**src/rtl/riscv_mem_pkg.sv**
```systemverilog
// Shared types and constants for the riscv memory arbiter slice.
package riscv_mem_pkg;

    localparam int AW    = 32;
    localparam int DW    = 32;
    localparam int CNT_W = 4;

    localparam logic PORT_F = 1'b0;
    localparam logic PORT_D = 1'b1;

    typedef enum logic [1:0] {
        IDLE,
        ISSUE,
        WAIT,
        RESP
    } state_t;

endpackage

```
**src/rtl/rr_arb2.sv**
```systemverilog
// Two-way round-robin arbiter; the last-grant history lives in the parent.
module rr_arb2
    import riscv_mem_pkg::*;
(
    input  logic [1:0] req,
    input  logic       last_grant,
    input  logic       enable,
    output logic [1:0] grant
);

    always_comb begin
        grant = 2'b00;
        if (enable) begin
            if (req == 2'b11) begin
                // On contention the port that was not served last wins.
                if (last_grant == PORT_D) grant[PORT_F] = 1'b1;
                else                      grant[PORT_D] = 1'b1;
            end else begin
                grant = req;
            end
        end
    end

endmodule

```
**src/rtl/riscv_mem_arbiter.sv**
```systemverilog
// Shares the single fixed-latency RAM port between instruction fetch (F)
// and the load/store unit (D), one transaction in flight at a time.
module riscv_mem_arbiter
    import riscv_mem_pkg::*;
#(
    parameter int AW          = riscv_mem_pkg::AW,
    parameter int DW          = riscv_mem_pkg::DW,
    parameter int RAM_LATENCY = 1
) (
    input  logic          clk,
    input  logic          rst_n,
    input  logic          f_req_valid,
    output logic          f_req_ready,
    input  logic [AW-1:0] f_adress,
    output logic          f_rsp_valid,
    output logic [DW-1:0] f_rsp_data,
    input  logic          d_req_valid,
    output logic          d_req_ready,
    input  logic [AW-1:0] d_adress,
    input  logic          d_we,
    input  logic [DW-1:0] d_wdata,
    output logic          d_rsp_valid,
    output logic [DW-1:0] d_rsp_data,
    output logic [AW-1:0] ram_adress,
    output logic [DW-1:0] data_out_ram,
    output logic          ram_enable_write,
    input  logic [DW-1:0] data_in_ram
);

    // Handshake: a request is accepted in the cycle where valid and ready are
    // both high; ready is combinational, only asserted in IDLE, and never
    // depends on the other port's response. Each accept yields one rsp pulse.

    state_t           state;
    state_t           state_nxt;
    logic             last_grant;
    logic             owner;
    logic             we_q;
    logic [CNT_W-1:0] cnt;
    logic [1:0]       grant;
    logic             arb_en;

    assign arb_en = rst_n && (state == IDLE);

    rr_arb2 u_rr_arb2 (
        .req        ({d_req_valid, f_req_valid}),
        .last_grant (last_grant),
        .enable     (arb_en),
        .grant      (grant)
    );

    assign f_req_ready = grant[PORT_F];
    assign d_req_ready = grant[PORT_D];

    always_ff @(posedge clk or negedge rst_n) begin
        if (!rst_n) state <= IDLE;
        else        state <= state_nxt;
    end

    always_comb begin
        state_nxt = state;
        case (state)
            IDLE:    if (grant != 2'b00) state_nxt = ISSUE;
            ISSUE:   state_nxt = WAIT;
            WAIT:    if (cnt == '0) state_nxt = RESP;
            RESP:    state_nxt = IDLE;
            default: state_nxt = IDLE;
        endcase
    end

    always_ff @(posedge clk or negedge rst_n) begin
        if (!rst_n) begin
            last_grant       <= PORT_D;
            owner            <= PORT_F;
            we_q             <= 1'b0;
            cnt              <= '0;
            ram_adress       <= '0;
            data_out_ram     <= '0;
            ram_enable_write <= 1'b0;
            f_rsp_valid      <= 1'b0;
            f_rsp_data       <= '0;
            d_rsp_valid      <= 1'b0;
            d_rsp_data       <= '0;
        end else begin
            f_rsp_valid      <= 1'b0;
            d_rsp_valid      <= 1'b0;
            ram_enable_write <= 1'b0;
            case (state)
                IDLE: begin
                    // Request fields are sampled here only; later changes are ignored.
                    if (grant[PORT_D]) begin
                        ram_adress       <= d_adress;
                        data_out_ram     <= d_wdata;
                        ram_enable_write <= d_we;
                        we_q             <= d_we;
                        owner            <= PORT_D;
                        last_grant       <= PORT_D;
                    end else if (grant[PORT_F]) begin
                        ram_adress <= f_adress;
                        we_q       <= 1'b0;
                        owner      <= PORT_F;
                        last_grant <= PORT_F;
                    end
                end
                ISSUE: cnt <= CNT_W'(RAM_LATENCY - 1);
                WAIT: begin
                    if (cnt == '0) begin
                        if (owner == PORT_D) begin
                            d_rsp_data  <= we_q ? '0 : data_in_ram;
                            d_rsp_valid <= 1'b1;
                        end else begin
                            f_rsp_data  <= data_in_ram;
                            f_rsp_valid <= 1'b1;
                        end
                    end else begin
                        cnt <= cnt - CNT_W'(1);
                    end
                end
                default: ;
            endcase
        end
    end

endmodule

```
**config.mk**
```make
export PLATFORM = sky130hd
export DESIGN_NAME = riscv_mem_arbiter
export DESIGN_NICKNAME = d
export VERILOG_FILES = /design/src/rtl/riscv_mem_pkg.sv /design/src/rtl/rr_arb2.sv /design/src/rtl/riscv_mem_arbiter.sv
export SDC_FILE = /design/constraint.sdc
export NUM_CORES = 1
export LEC_CHECK = 0
export CORE_MARGIN = 5
export CORE_UTILIZATION = 35
export DETAILED_ROUTE_END_ITERATION = 8
export PLACE_DENSITY = 0.73
export SETUP_SLACK_MARGIN = 0.2
export SLEW_MARGIN = 20
export SYNTH_ARGS = -nofsm -noshare
export SYNTH_HDL_FRONTEND = slang
export SYNTH_SLANG_ARGS = --single-unit
```
**constraint.sdc**
```tcl
create_clock -name clk -period 2.8 [get_ports clk]
set_input_delay 0.56 -clock clk [delete_from_list [all_inputs] [get_ports clk]]
set_output_delay 0.56 -clock clk [all_outputs]
set_load 0.005 [all_outputs]
```
# Word-level counts from Yosys, hierarchy flattened
# Index checks and enable logic that the tools add are counted.
# totals
reg_bits,140
in_bits,133
out_inout_bits,133
wordCells,55
# classes
n_addsub,1
eq_ne,7
n_mux,23
n_bitwise,1
n_reduce_logical,11
# ops
cell,count
two-way mux 32 bit,3
two-way mux 1 bit,13
two-way mux 2 bit,4
case mux 2 bit (4 select lines),1
case mux 4 bit (2 select lines),1
AND reduction 2 bit,4
"equality test 2 bit, second input constant",3
AND reduction 3 bit,2
logical NOT 4 bit,1
two-way mux 4 bit,1
"!= test 2 bit, second input constant",2
nonzero test 2 bit,2
"subtractor 4 x 1 -> 4 bit, second input constant",1
"equality test 2 x 1 -> 1 bit, second input constant",1
logical NOT 2 bit,1
"!= test 2 x 1 -> 1 bit, second input constant",1
logical AND 1 bit,1
inverter 1 bit,1

# Logic depth before layout (Yosys ltp)
# logic_depth
depth_word,6
mapped_depth,8
depth_no_buf,6

# Hierarchy
# From an unflattened synthesis, not the netlist that was laid out.
# hier_totals
cells_unflattened,435
area_unflattened_um2,5806.8
# by_module_without_submodules
module,instances,cells_each,area_per_inst_um2,seq_area_each_um2
riscv_mem_arbiter,1,430,5785.5,3504.6
rr_arb2,1,5,21.3,0.0

# Worst setup path after synthesis
# Ideal clock, no wire load.
# synth_path
path_kind,flip-flop to output port
start,register state[0]
end,output d_req_ready
t_arrival_ps,1459
required_ps,2240
setup_slack_ps,781
stages_incl_launch_ff,8
n_path_buf,2
cell_sequence,dfrtp_1 inv_1 ha_1 nand3_1 or2_1 buf_2 inv_4 buf_6
# synth_between
elab_chain_cells,3
# synth_lines
item,line_no,text
from (decl),riscv_mem_arbiter.sv:34,state_t state;
from (signal assigned),riscv_mem_arbiter.sv:57,else state <= state_nxt;
logical NOT 2 bit,riscv_mem_arbiter.sv:43,assign arb_en = rst_n && (state == IDLE);
logical AND 1 bit,riscv_mem_arbiter.sv:43,
two-way mux 2 bit,rr_arb2.sv:13,if (enable) begin
to (decl),riscv_mem_arbiter.sv:18,"output logic d_req_ready,"
# No other way between the ends.

# Worst setup path in the final report
# layout_path
start,input d_req_valid
end,output f_req_ready
# layout_between
elab_chain_cells,3
# layout_lines
item,line_no,text
from (decl),riscv_mem_arbiter.sv:17,"input logic d_req_valid,"
equality test 2 bit,rr_arb2.sv:14,if (req == 2'b11) begin
two-way mux 2 bit,rr_arb2.sv:14,
two-way mux 2 bit,rr_arb2.sv:13,
to (decl),riscv_mem_arbiter.sv:13,"output logic f_req_ready,"
# No other way between the ends.

==> impl_metrics.env <==
export IMPL_ir_drop_mv=0.4973
export IMPL_start_util_pct=35.93
export IMPL_diodes=0
export IMPL_viasPerCell=4.835
export IMPL_grt_use_total_pct=17.31
export IMPL_ys_warn_count=0
export IMPL_cts_sinks=140
export IMPL_cts_root_buf="clkbuf_16"
export IMPL_fill_cells=1386
export IMPL_clkSlewWorstSetupHoldPaths_ns=0.06
export IMPL_maxSlewViolCount=0
export IMPL_hp_class="in -> async"
export IMPL_setup_tns_ns=0
export IMPL_setup_worst_path_start_class="input pin"
export IMPL_worstMarginPinSlew_ns=0.7681
export IMPL_die_x_um=140.9
export IMPL_dpl_hpwl_um=12640
export IMPL_worstPathArrival_ns=1.90
export IMPL_cp_top_family="buffers and inverters"
export IMPL_avgSynthCellArea_sq_um=12.74
export IMPL_netlist_area_sq_um=6001
export IMPL_crit_type="in -> out"
export IMPL_finClkSkew_ns=0.01021
export IMPL_total_power_uw=10340
export IMPL_drc=0
export IMPL_vias=4685
export IMPL_final_nets=873
export IMPL_max_freq_mhz=405.8
export IMPL_grt_pass1_vias=5190
export IMPL_finish_utilization_pct=56.98
export IMPL_drive_gt1_share_pct=19.23
export IMPL_syn_nets=608
export IMPL_crit_required_ns=2.24
export IMPL_crit_path_max_incr_delay_ns=0.52
export IMPL_syn_inst=471
export IMPL_placed_area_sq_um=8861
export IMPL_overflow=0
export IMPL_slew_headroom_pct=48.80
export IMPL_path_buf_inv=4
export IMPL_wl_per_cell_um=17.56
export IMPL_cts_tree="built"
export IMPL_rows=47
export IMPL_final_antenna_net_count=0
export IMPL_finalCriticalPeriod_ns=2.465
export IMPL_wl_um=17020
export IMPL_ios=266
export IMPL_timing_rr_end="f_rsp_data[3]"
export IMPL_grt_pass1_wl_um=27290
export IMPL_routabilityCongestion=0.7789
export IMPL_min_period_over_period_pct=88.02
export IMPL_die_area_sq_um=19860
export IMPL_r2r_start="cnt[1]"
export IMPL_antenna_found_initial=0
export IMPL_cp_end_kind="output pin"
export IMPL_rsz0062_at_grt="false"
export IMPL_area_growth_pct=58.59
export IMPL_fin_cells=969
export IMPL_clk_latency_ns=0.41
export IMPL_die_height_um=140.9
export IMPL_hold_viol_final=0
export IMPL_port_buffers=265
export IMPL_rr_worst_depth=6
export IMPL_drt_iter0_markers=104
export IMPL_drtPass1Iterations=4
export IMPL_leakage_uw=0.004079
export IMPL_finalSetupViolations=0
export IMPL_cts_buffer_depth=2
export IMPL_p_per_area_nw_per_um2=1086
export IMPL_cts_made_buffers=17
export IMPL_synth_seq_cells=140
export IMPL_ys_seq_area_share_pct=58.40
export IMPL_post_cts_setup_buffers=0
export IMPL_grt_max_degree=80
export IMPL_cts_htree_levels=4
export IMPL_rrSetupSlack_ns=0.55
export IMPL_cp_max_fo=4
export IMPL_post_place_cells=937
export IMPL_coreArea_sq_um=16700
export IMPL_crit_chain="clkdlybuf4s50_1, inv_1, o2111ai_2, inv_1, clkdlybuf4s50_1"
export IMPL_drv_cap=0
export IMPL_netlist_cell_type_count=30
export IMPL_cp_slowest_cell="clkdlybuf4s50_1"
export IMPL_fin_area_sq_um=9517
export IMPL_status="completed"
metal layers:
metal  GRT usage (%)  part of all wire, %  up-vias
met5               0                    0        -
met4           6.017                  1.5        0
met3           6.942                   10       16
met2           29.11                   49      205
met1           20.10                   39     2294
li1                -                    -     2170
state kept, by name (all words and copies together) (netlist names):
signal,flops
we_q,1
ram_adress,32
d_rsp_data,32
f_rsp_data,32
f_rsp_valid,1
data_out_ram,32
owner,1
ram_enable_write,1
d_rsp_valid,1
cnt,4
last_grant,1
state,2
report_power, final:
group          internal (uW)  switching [uW]
clock                   1520             856
combinational           2820            1530
sequential              3040             581
total                   7370            2960
through the flow:
stage | setup WS, ns | hold slack (ns)
floorplan | 0.7813 | 0.2644
global placement | 0.1628 | 0.4716
detailed placement | 0.1592 | 0.4865
CTS | 0.2457 | 0.4644
global route | 0.2741 | 0.3603
finish | 0.3355 | 0.2932
cells in the mapped netlist:
cell type	number	share of area, %
a21oi_1	1	0.083
mux2_2	92	17
nor2_1	2	0.13
nand2_1	34	2.1
mux2_1	5	0.94
buf_6	6	1.1
dfrtp_1	139	58
or2_1	1	0.10
o22a_1	1	0.15
o22ai_1	2	0.21
o21bai_1	1	0.13
inv_1	40	2.5
mux2i_1	3	0.50
nor3b_4	2	0.63
inv_4	1	0.10
nor3_1	3	0.25
buf_2	4	0.33
o211ai_1	65	8.1
and2_1	2	0.21
nor2b_1	33	3.4
clkbuf_1	19	1.2
a22o_1	1	0.15
o2111ai_1	1	0.15
clkbuf_2	1	0.083
nand3_1	2	0.17
o211a_1	1	0.17
a2bb2oi_1	1	0.15
dfstp_2	1	0.44
ha_1	4	0.83
a21o_1	3	0.38
area by class of cell:
type,instances,area [sq um],area share [%]
sequential,140,3505,36.83
tap,220,275.3,2.892
clock inverter,13,188.9,1.985
timing repair buffer,276,2751,28.91
inverter,41,156.4,1.643
clock buffer,19,442.9,4.654
multi-input combinational,260,2197,23.09
timing repair:
item,4_1_cts,5_1_grt
endpoints found under the setup margin,1,1
hold buffers,0,0
gates resized for setup,6,1
cells in the final DEF (no fill, tap or decap), drive strengths merged:
| cell | count |
|---|---|
| clkbuf | 19 |
| nand2 | 34 |
| bufinv | 4 |
| mux2 | 97 |
| mux2i | 3 |
| o22ai | 2 |
| a2bb2oi | 1 |
| nor3b | 2 |
| o211ai | 65 |
| a22o | 1 |
| dlygate4sd2 | 1 |
| nor2b | 33 |
| a21oi | 1 |
| or2 | 1 |
| a21o | 3 |
| and2 | 2 |
| clkinvlp | 2 |
| ha | 4 |
| clkdlybuf4s50 | 263 |
| o211a | 1 |
| clkinv | 5 |
| o2111ai | 1 |
| dfstp | 1 |
| nand3 | 2 |
| o22a | 1 |
| dfrtp | 139 |
| nor2 | 2 |
| nor3 | 3 |
| inv | 43 |
| o21bai | 1 |
| buf | 12 |
worst max path at each step:
stage	startpoint	to	slack, ns	cells past startpoint
after global placement	f_req_valid	d_req_ready	0.16	5
after global routing	d_req_valid	f_req_ready	0.27	5
after floorplan	state[0]	d_req_ready	0.78	7
after CTS	d_req_valid	f_req_ready	0.25	5
after detailed placement	f_req_valid	d_req_ready	0.16	5
final	d_req_valid	f_req_ready	0.34	5
kinds of logic (layout without fill, tap and decap cells):
group / Yosys count / count (layout) / synth area share, %
mux: 100 / 100 / 18.70
compound gates: 77 / 77 / 9.675
buf+inv: 71 / 349 / 5.338
simple gates: 79 / 79 / 7.048
flops: 140 / 140 / 58.40
fa+ha+maj: 4 / 4 / 0.8341
No activity file was read; power rests on OpenSTA's default activity.
